===== src/rtl/instr_fetch.sv =====
// instr_fetch: fetch stage in front of the RISC core.
// Issues reads to a 1-cycle-latency synchronous instruction memory, parks the
// returned words with their PC in a 2-entry queue, and hands the queue head to
// the core over a valid/ready handshake. A jump flushes the queue, cancels the
// read in flight and restarts fetching at the target address.
module instr_fetch #(
  parameter int                 A_SIZE   = 10,
  parameter int                 I_SIZE   = 16,
  parameter logic [A_SIZE-1:0]  RESET_PC = '0
) (
  input  logic              clk,
  input  logic              rst,
  output logic [A_SIZE-1:0] imem_addr,
  output logic              imem_rd,
  input  logic [I_SIZE-1:0] imem_data,
  output logic [I_SIZE-1:0] instr,
  output logic [A_SIZE-1:0] instr_pc,
  output logic              instr_valid,
  input  logic              instr_ready,
  input  logic              jump,
  input  logic [A_SIZE-1:0] jump_addr
);

  // Fetch side state: next address to request and the read issued last cycle.
  logic [A_SIZE-1:0] r_fetch_pc;
  logic              r_inflight;
  logic [A_SIZE-1:0] r_inflight_pc;

  // Two-entry queue of {instruction, pc} with read/write pointers and fill count.
  logic [I_SIZE-1:0] r_q_instr [0:1];
  logic [A_SIZE-1:0] r_q_pc    [0:1];
  logic              r_rd_ptr;
  logic              r_wr_ptr;
  logic [1:0]        r_count;

  logic              w_pop;
  logic              w_push;
  logic [1:0]        w_occ;
  logic              w_issue;
  logic [A_SIZE-1:0] w_next_pc;

  // Head of queue goes straight to the core; valid depends only on registers,
  // so instr_ready never loops back into instr_valid.
  assign instr_valid = (r_count != 2'd0);
  assign instr       = r_q_instr[r_rd_ptr];
  assign instr_pc    = r_q_pc[r_rd_ptr];

  // A transfer to the core empties the head slot at the coming edge.
  assign w_pop = instr_valid & instr_ready;

  // Returning memory data lands in the queue unless a jump discards it.
  assign w_push = r_inflight & ~jump;

  // Slots already spoken for: words held plus the word still on its way.
  // Never exceeds 2 because every read is issued against a free slot.
  assign w_occ = r_count + {1'b0, r_inflight};

  // Credit check: a new read is allowed if a slot is free now, or if the
  // last reserved slot is being released by a pop this very cycle.
  assign w_issue = (w_occ < 2'd2) | ((w_occ == 2'd2) & w_pop);

  // A jump overrides the normal fetch address in the same cycle.
  assign imem_addr = jump ? jump_addr : r_fetch_pc;
  assign imem_rd   = jump | w_issue;

  // Address following the one requested this cycle, wrapping at 2^A_SIZE.
  assign w_next_pc = imem_addr + {{(A_SIZE-1){1'b0}}, 1'b1};

  // Fetch PC and in-flight tracking; a jump always issues its target.
  always_ff @(posedge clk or posedge rst) begin
    if (rst) begin
      r_fetch_pc    <= RESET_PC;
      r_inflight    <= 1'b0;
      r_inflight_pc <= '0;
    end else if (jump) begin
      r_fetch_pc    <= w_next_pc;
      r_inflight    <= 1'b1;
      r_inflight_pc <= jump_addr;
    end else begin
      r_inflight <= w_issue;
      if (w_issue) begin
        r_fetch_pc    <= w_next_pc;
        r_inflight_pc <= r_fetch_pc;
      end
    end
  end

  // Queue pointers and count; a jump flushes everything already queued.
  always_ff @(posedge clk or posedge rst) begin
    if (rst) begin
      r_rd_ptr <= 1'b0;
      r_wr_ptr <= 1'b0;
      r_count  <= 2'd0;
    end else if (jump) begin
      r_rd_ptr <= 1'b0;
      r_wr_ptr <= 1'b0;
      r_count  <= 2'd0;
    end else begin
      if (w_push) r_wr_ptr <= ~r_wr_ptr;
      if (w_pop)  r_rd_ptr <= ~r_rd_ptr;
      case ({w_push, w_pop})
        2'b10:   r_count <= r_count + 2'd1;
        2'b01:   r_count <= r_count - 2'd1;
        default: r_count <= r_count;
      endcase
    end
  end

  // Queue storage: capture the returning word with the PC it was fetched from.
  always_ff @(posedge clk or posedge rst) begin
    if (rst) begin
      r_q_instr[0] <= '0;
      r_q_instr[1] <= '0;
      r_q_pc[0]    <= '0;
      r_q_pc[1]    <= '0;
    end else if (w_push) begin
      r_q_instr[r_wr_ptr] <= imem_data;
      r_q_pc[r_wr_ptr]    <= r_inflight_pc;
    end
  end

endmodule


===== config.mk =====
export PLATFORM = sky130hd
export DESIGN_NAME = instr_fetch
export DESIGN_NICKNAME = d
export VERILOG_FILES = /design/src/rtl/instr_fetch.sv
export SDC_FILE = /design/constraint.sdc
export NUM_CORES = 1
export LEC_CHECK = 0
export CAP_MARGIN = 5
export CORE_ASPECT_RATIO = 1.25
export CORE_UTILIZATION = 55
export DETAILED_ROUTE_END_ITERATION = 12
export GPL_TIMING_DRIVEN = 0
export PLACE_DENSITY = 0.89
export SYNTH_ARGS = -nofsm -noshare
export SYNTH_HDL_FRONTEND = slang
export SYNTH_SLANG_ARGS = --single-unit

===== constraint.sdc =====
create_clock -name clk -period 6.5 [get_ports clk]
set_input_delay 0.975 -clock clk [delete_from_list [all_inputs] [get_ports clk]]
set_output_delay 0.975 -clock clk [all_outputs]
set_load 0.05 [all_outputs]

==> flow_summary.yaml <==
status:
  status: "complete, no violations"
routing:
  antenna_left: 0
  wirelength_um: 6990
  viasPerCell: 5.34
  first_pass_iters: 4
  routedWlPerCell_um: 15.7
  drc: 0
  dr.first_iter.drc_count: 114
  vias: 2377
cts:
  cts_sinks: 77
  clk_pin_slew_ps: 70
  clkLatencyLatePin_ps: 340
  cts-root-buf: "clkbuf_8"
  cts_resized: 0
  numCtsBuffers: 9
  cts_setup_buffers: 0
  cts_tree: "done"
  clock_path_buffers: 2
  htreeDepth: 3
  holdBufCountCts: 0
global_route:
  track_usage_pct: 22.0
  first_global_vias: 2536
  grt_overflow: 0
  grt_max_degree: 76
  antenna_found_initial: 0
  grt_pass1_wl_um: 11500
pwr:
  pwr_density_cell_nw_per_um2: 576
  p_leak_nw: 1.98
  power_mw: 2.69
  vdd_ir_drop_max_uv: 396
setup_path:
  cp-start-kind: "primary input"
  critPathCapture: "imem_rd"
  timing.rr.end: "r_fetch_pc[8]"
  crit_type: "in -> out"
  worstPathArrival_ps: 3120
  r2r_slack_ps: 4560
  crit_start: "instr_ready"
  reg2reg_depth: 7
  r2r-start: "r_fetch_pc[0]"
  required_ps: 5520
  cp-end-kind: "output pin"
  path_max_fanout: 11
final_layout:
  final_cells: 445
  design_area_um2: 4660
  final_common_cell: "dfrtp_1"
  synthToLayoutAreaGrowth_pct: 27.2
  fillCellCount: 426
  final_cell_mix: "77 x dfrtp_1, 70 x mux2_2, 66 x clkdlybuf4s50_1, 16 x nor2_1"
  fin_nets: 388
  drive_above_1_share_pct: 32.5
  diodes: 0
yosys:
  synth_seq_area_share_pct: 52.5
  syn_area_um2: 3670
  async_reset_ff_share_pct: 100
  yosysTopAreaCellShare_pct: 52.5
  synth_nets: 310
  synth.area.top_cells: "dfrtp_1 53%, mux2_2 21%, mux2_1 3.1%"
  yosysWarnings: 0
  yosys.area.top_type: "dfrtp_1"
  synth.avg_cell_area_um2: 13.2
  synth.ff_latch_count: 77
  ys_types: 38
  ys.flop_type: "dfrtp_1"
  synth_edf_count: 0
  syn-instance-count: 278
place:
  place_inst: 430
  dp_hpwl_um: 5080
  routabilityCongestion: 0.748
  placed_area_um2: 4460
  io_buffers: 66
timing:
  fin_crit_sh_pct: 63.1
  drv_slew: 0
  fin_crit_ps: 4100
  setup_tns_ps: 0
  fin_worst_skew_ps: 8.34
  hold_violations: 0
  holdWs_ps: 480
  maxSlewHeadroom_pct: 58.3
  rsz0062_at_grt: "no"
  worst_pin_slew_ps: 608
  finalSetupViolCount: 0
  fmax_ghz: 0.244
die:
  rows: 32
  core_area_um2: 6290
  initial_utilization_pct: 58.3
  die_w_um: 75.0
  io_pins: 68
  die_height_um: 93.3
  die-area_um2: 7000
hold_path:
  hold_path.class: "reg -> reg"
flow_run:
  drv_cap: 0
==> registers in the layout (all words and copies together) (netlist names) <==
signal and flops:
r_q_pc 20, r_inflight_pc 10, r_wr_ptr 1, r_rd_ptr 1, r_fetch_pc 10, r_inflight 1
r_count 2, r_q_instr 32
==> cells by family after synthesis <==
family	after synthesis	share of synthesized area, %
AOI/OAI and AO/OA	28	6.18
xor gates and xnor gates	8	1.91
adders and majority gates	2	0.682
buffers and inverters	28	4.26
DFF	77	52.5
muxes	90	27.3
and+or+nand+nor	45	7.13
==> layer usage <==
layer | up-vias | global-route usage, % | wire length (um)
li1 | 1136 | - | -
met1 | 1157 | 26.7 | 2920
met2 | 75 | 36.5 | 3540
met3 | 9 | 5.17 | 413
met4 | 0 | 9.91 | 119
met5 | - | 0 | 0
==> stage by stage <==
stage | utilization, % | worst slack (ps)
after floorplan | - | 3330
after global placement | 70.5 | 2390
after detailed placement | 71.0 | 2390
after CTS | 74.2 | 2380
after global routing | 74.2 | 2280
final | 74.2 | 2400
==> power by group <==
group | switching (mW) | internal (mW) | total [mW] | leakage [nW]
Clock | 0.164 | 0.195 | 0.358 | 0.101
Combinational | 0.849 | 0.618 | 1.47 | 0.973
Sequential | 0.138 | 0.722 | 0.861 | 0.903
Total | 1.15 | 1.54 | 2.69 | 1.98
==> critical path, cell delays in order <==
cell	delay, ps
clkdlybuf4s50_1	560
nor2b_1	250
o31ai_4	100
inv_4	80
buf_6	140
buf_6	170
clkdlybuf4s50_1	830
==> final cells by class <==
| class | count | area (um^2) | share of cell area [%] |
|---|---|---|---|
| flip-flops and latches | 77 | 1930 | 41.3 |
| multi-input cells | 173 | 1580 | 34.0 |
| repair buffers | 67 | 688 | 14.8 |
| clock buffers | 11 | 151 | 3.25 |
| well taps | 85 | 106 | 2.28 |
| plain buffers | 15 | 105 | 2.25 |
| inverters | 13 | 53.8 | 1.15 |
| clock inverters | 4 | 47.5 | 1.02 |
==> synthesized netlist by cell type (3+ instances only) <==
library cell / count
dfrtp_1: 77
mux2_2: 70
nor2_1: 16
inv_1: 12
mux2_1: 10
mux2i_1: 10
a21oi_2: 9
nand2_1: 9
a21oi_1: 8
buf_2: 6
xnor2_1: 6
buf_6: 5
and3_1: 4
nor3_1: 4
o21ai_0: 3
o31ai_1: 3
==> how the worst min path moves through the flow <==
stage                     cells after the start  slack, ps           from       endpoint
after floorplan                               2        440  r_fetch_pc[1]  r_fetch_pc[1]
after global placement                        2        450  r_fetch_pc[1]  r_fetch_pc[1]
after detailed placement                      2        470  r_fetch_pc[1]  r_fetch_pc[1]
after CTS                                     2        480  r_fetch_pc[1]  r_fetch_pc[1]
after global routing                          1        520  r_q_instr[28]  r_q_instr[28]
final                                         2        480  r_fetch_pc[1]  r_fetch_pc[1]
(Power assumes the default switching activity.)
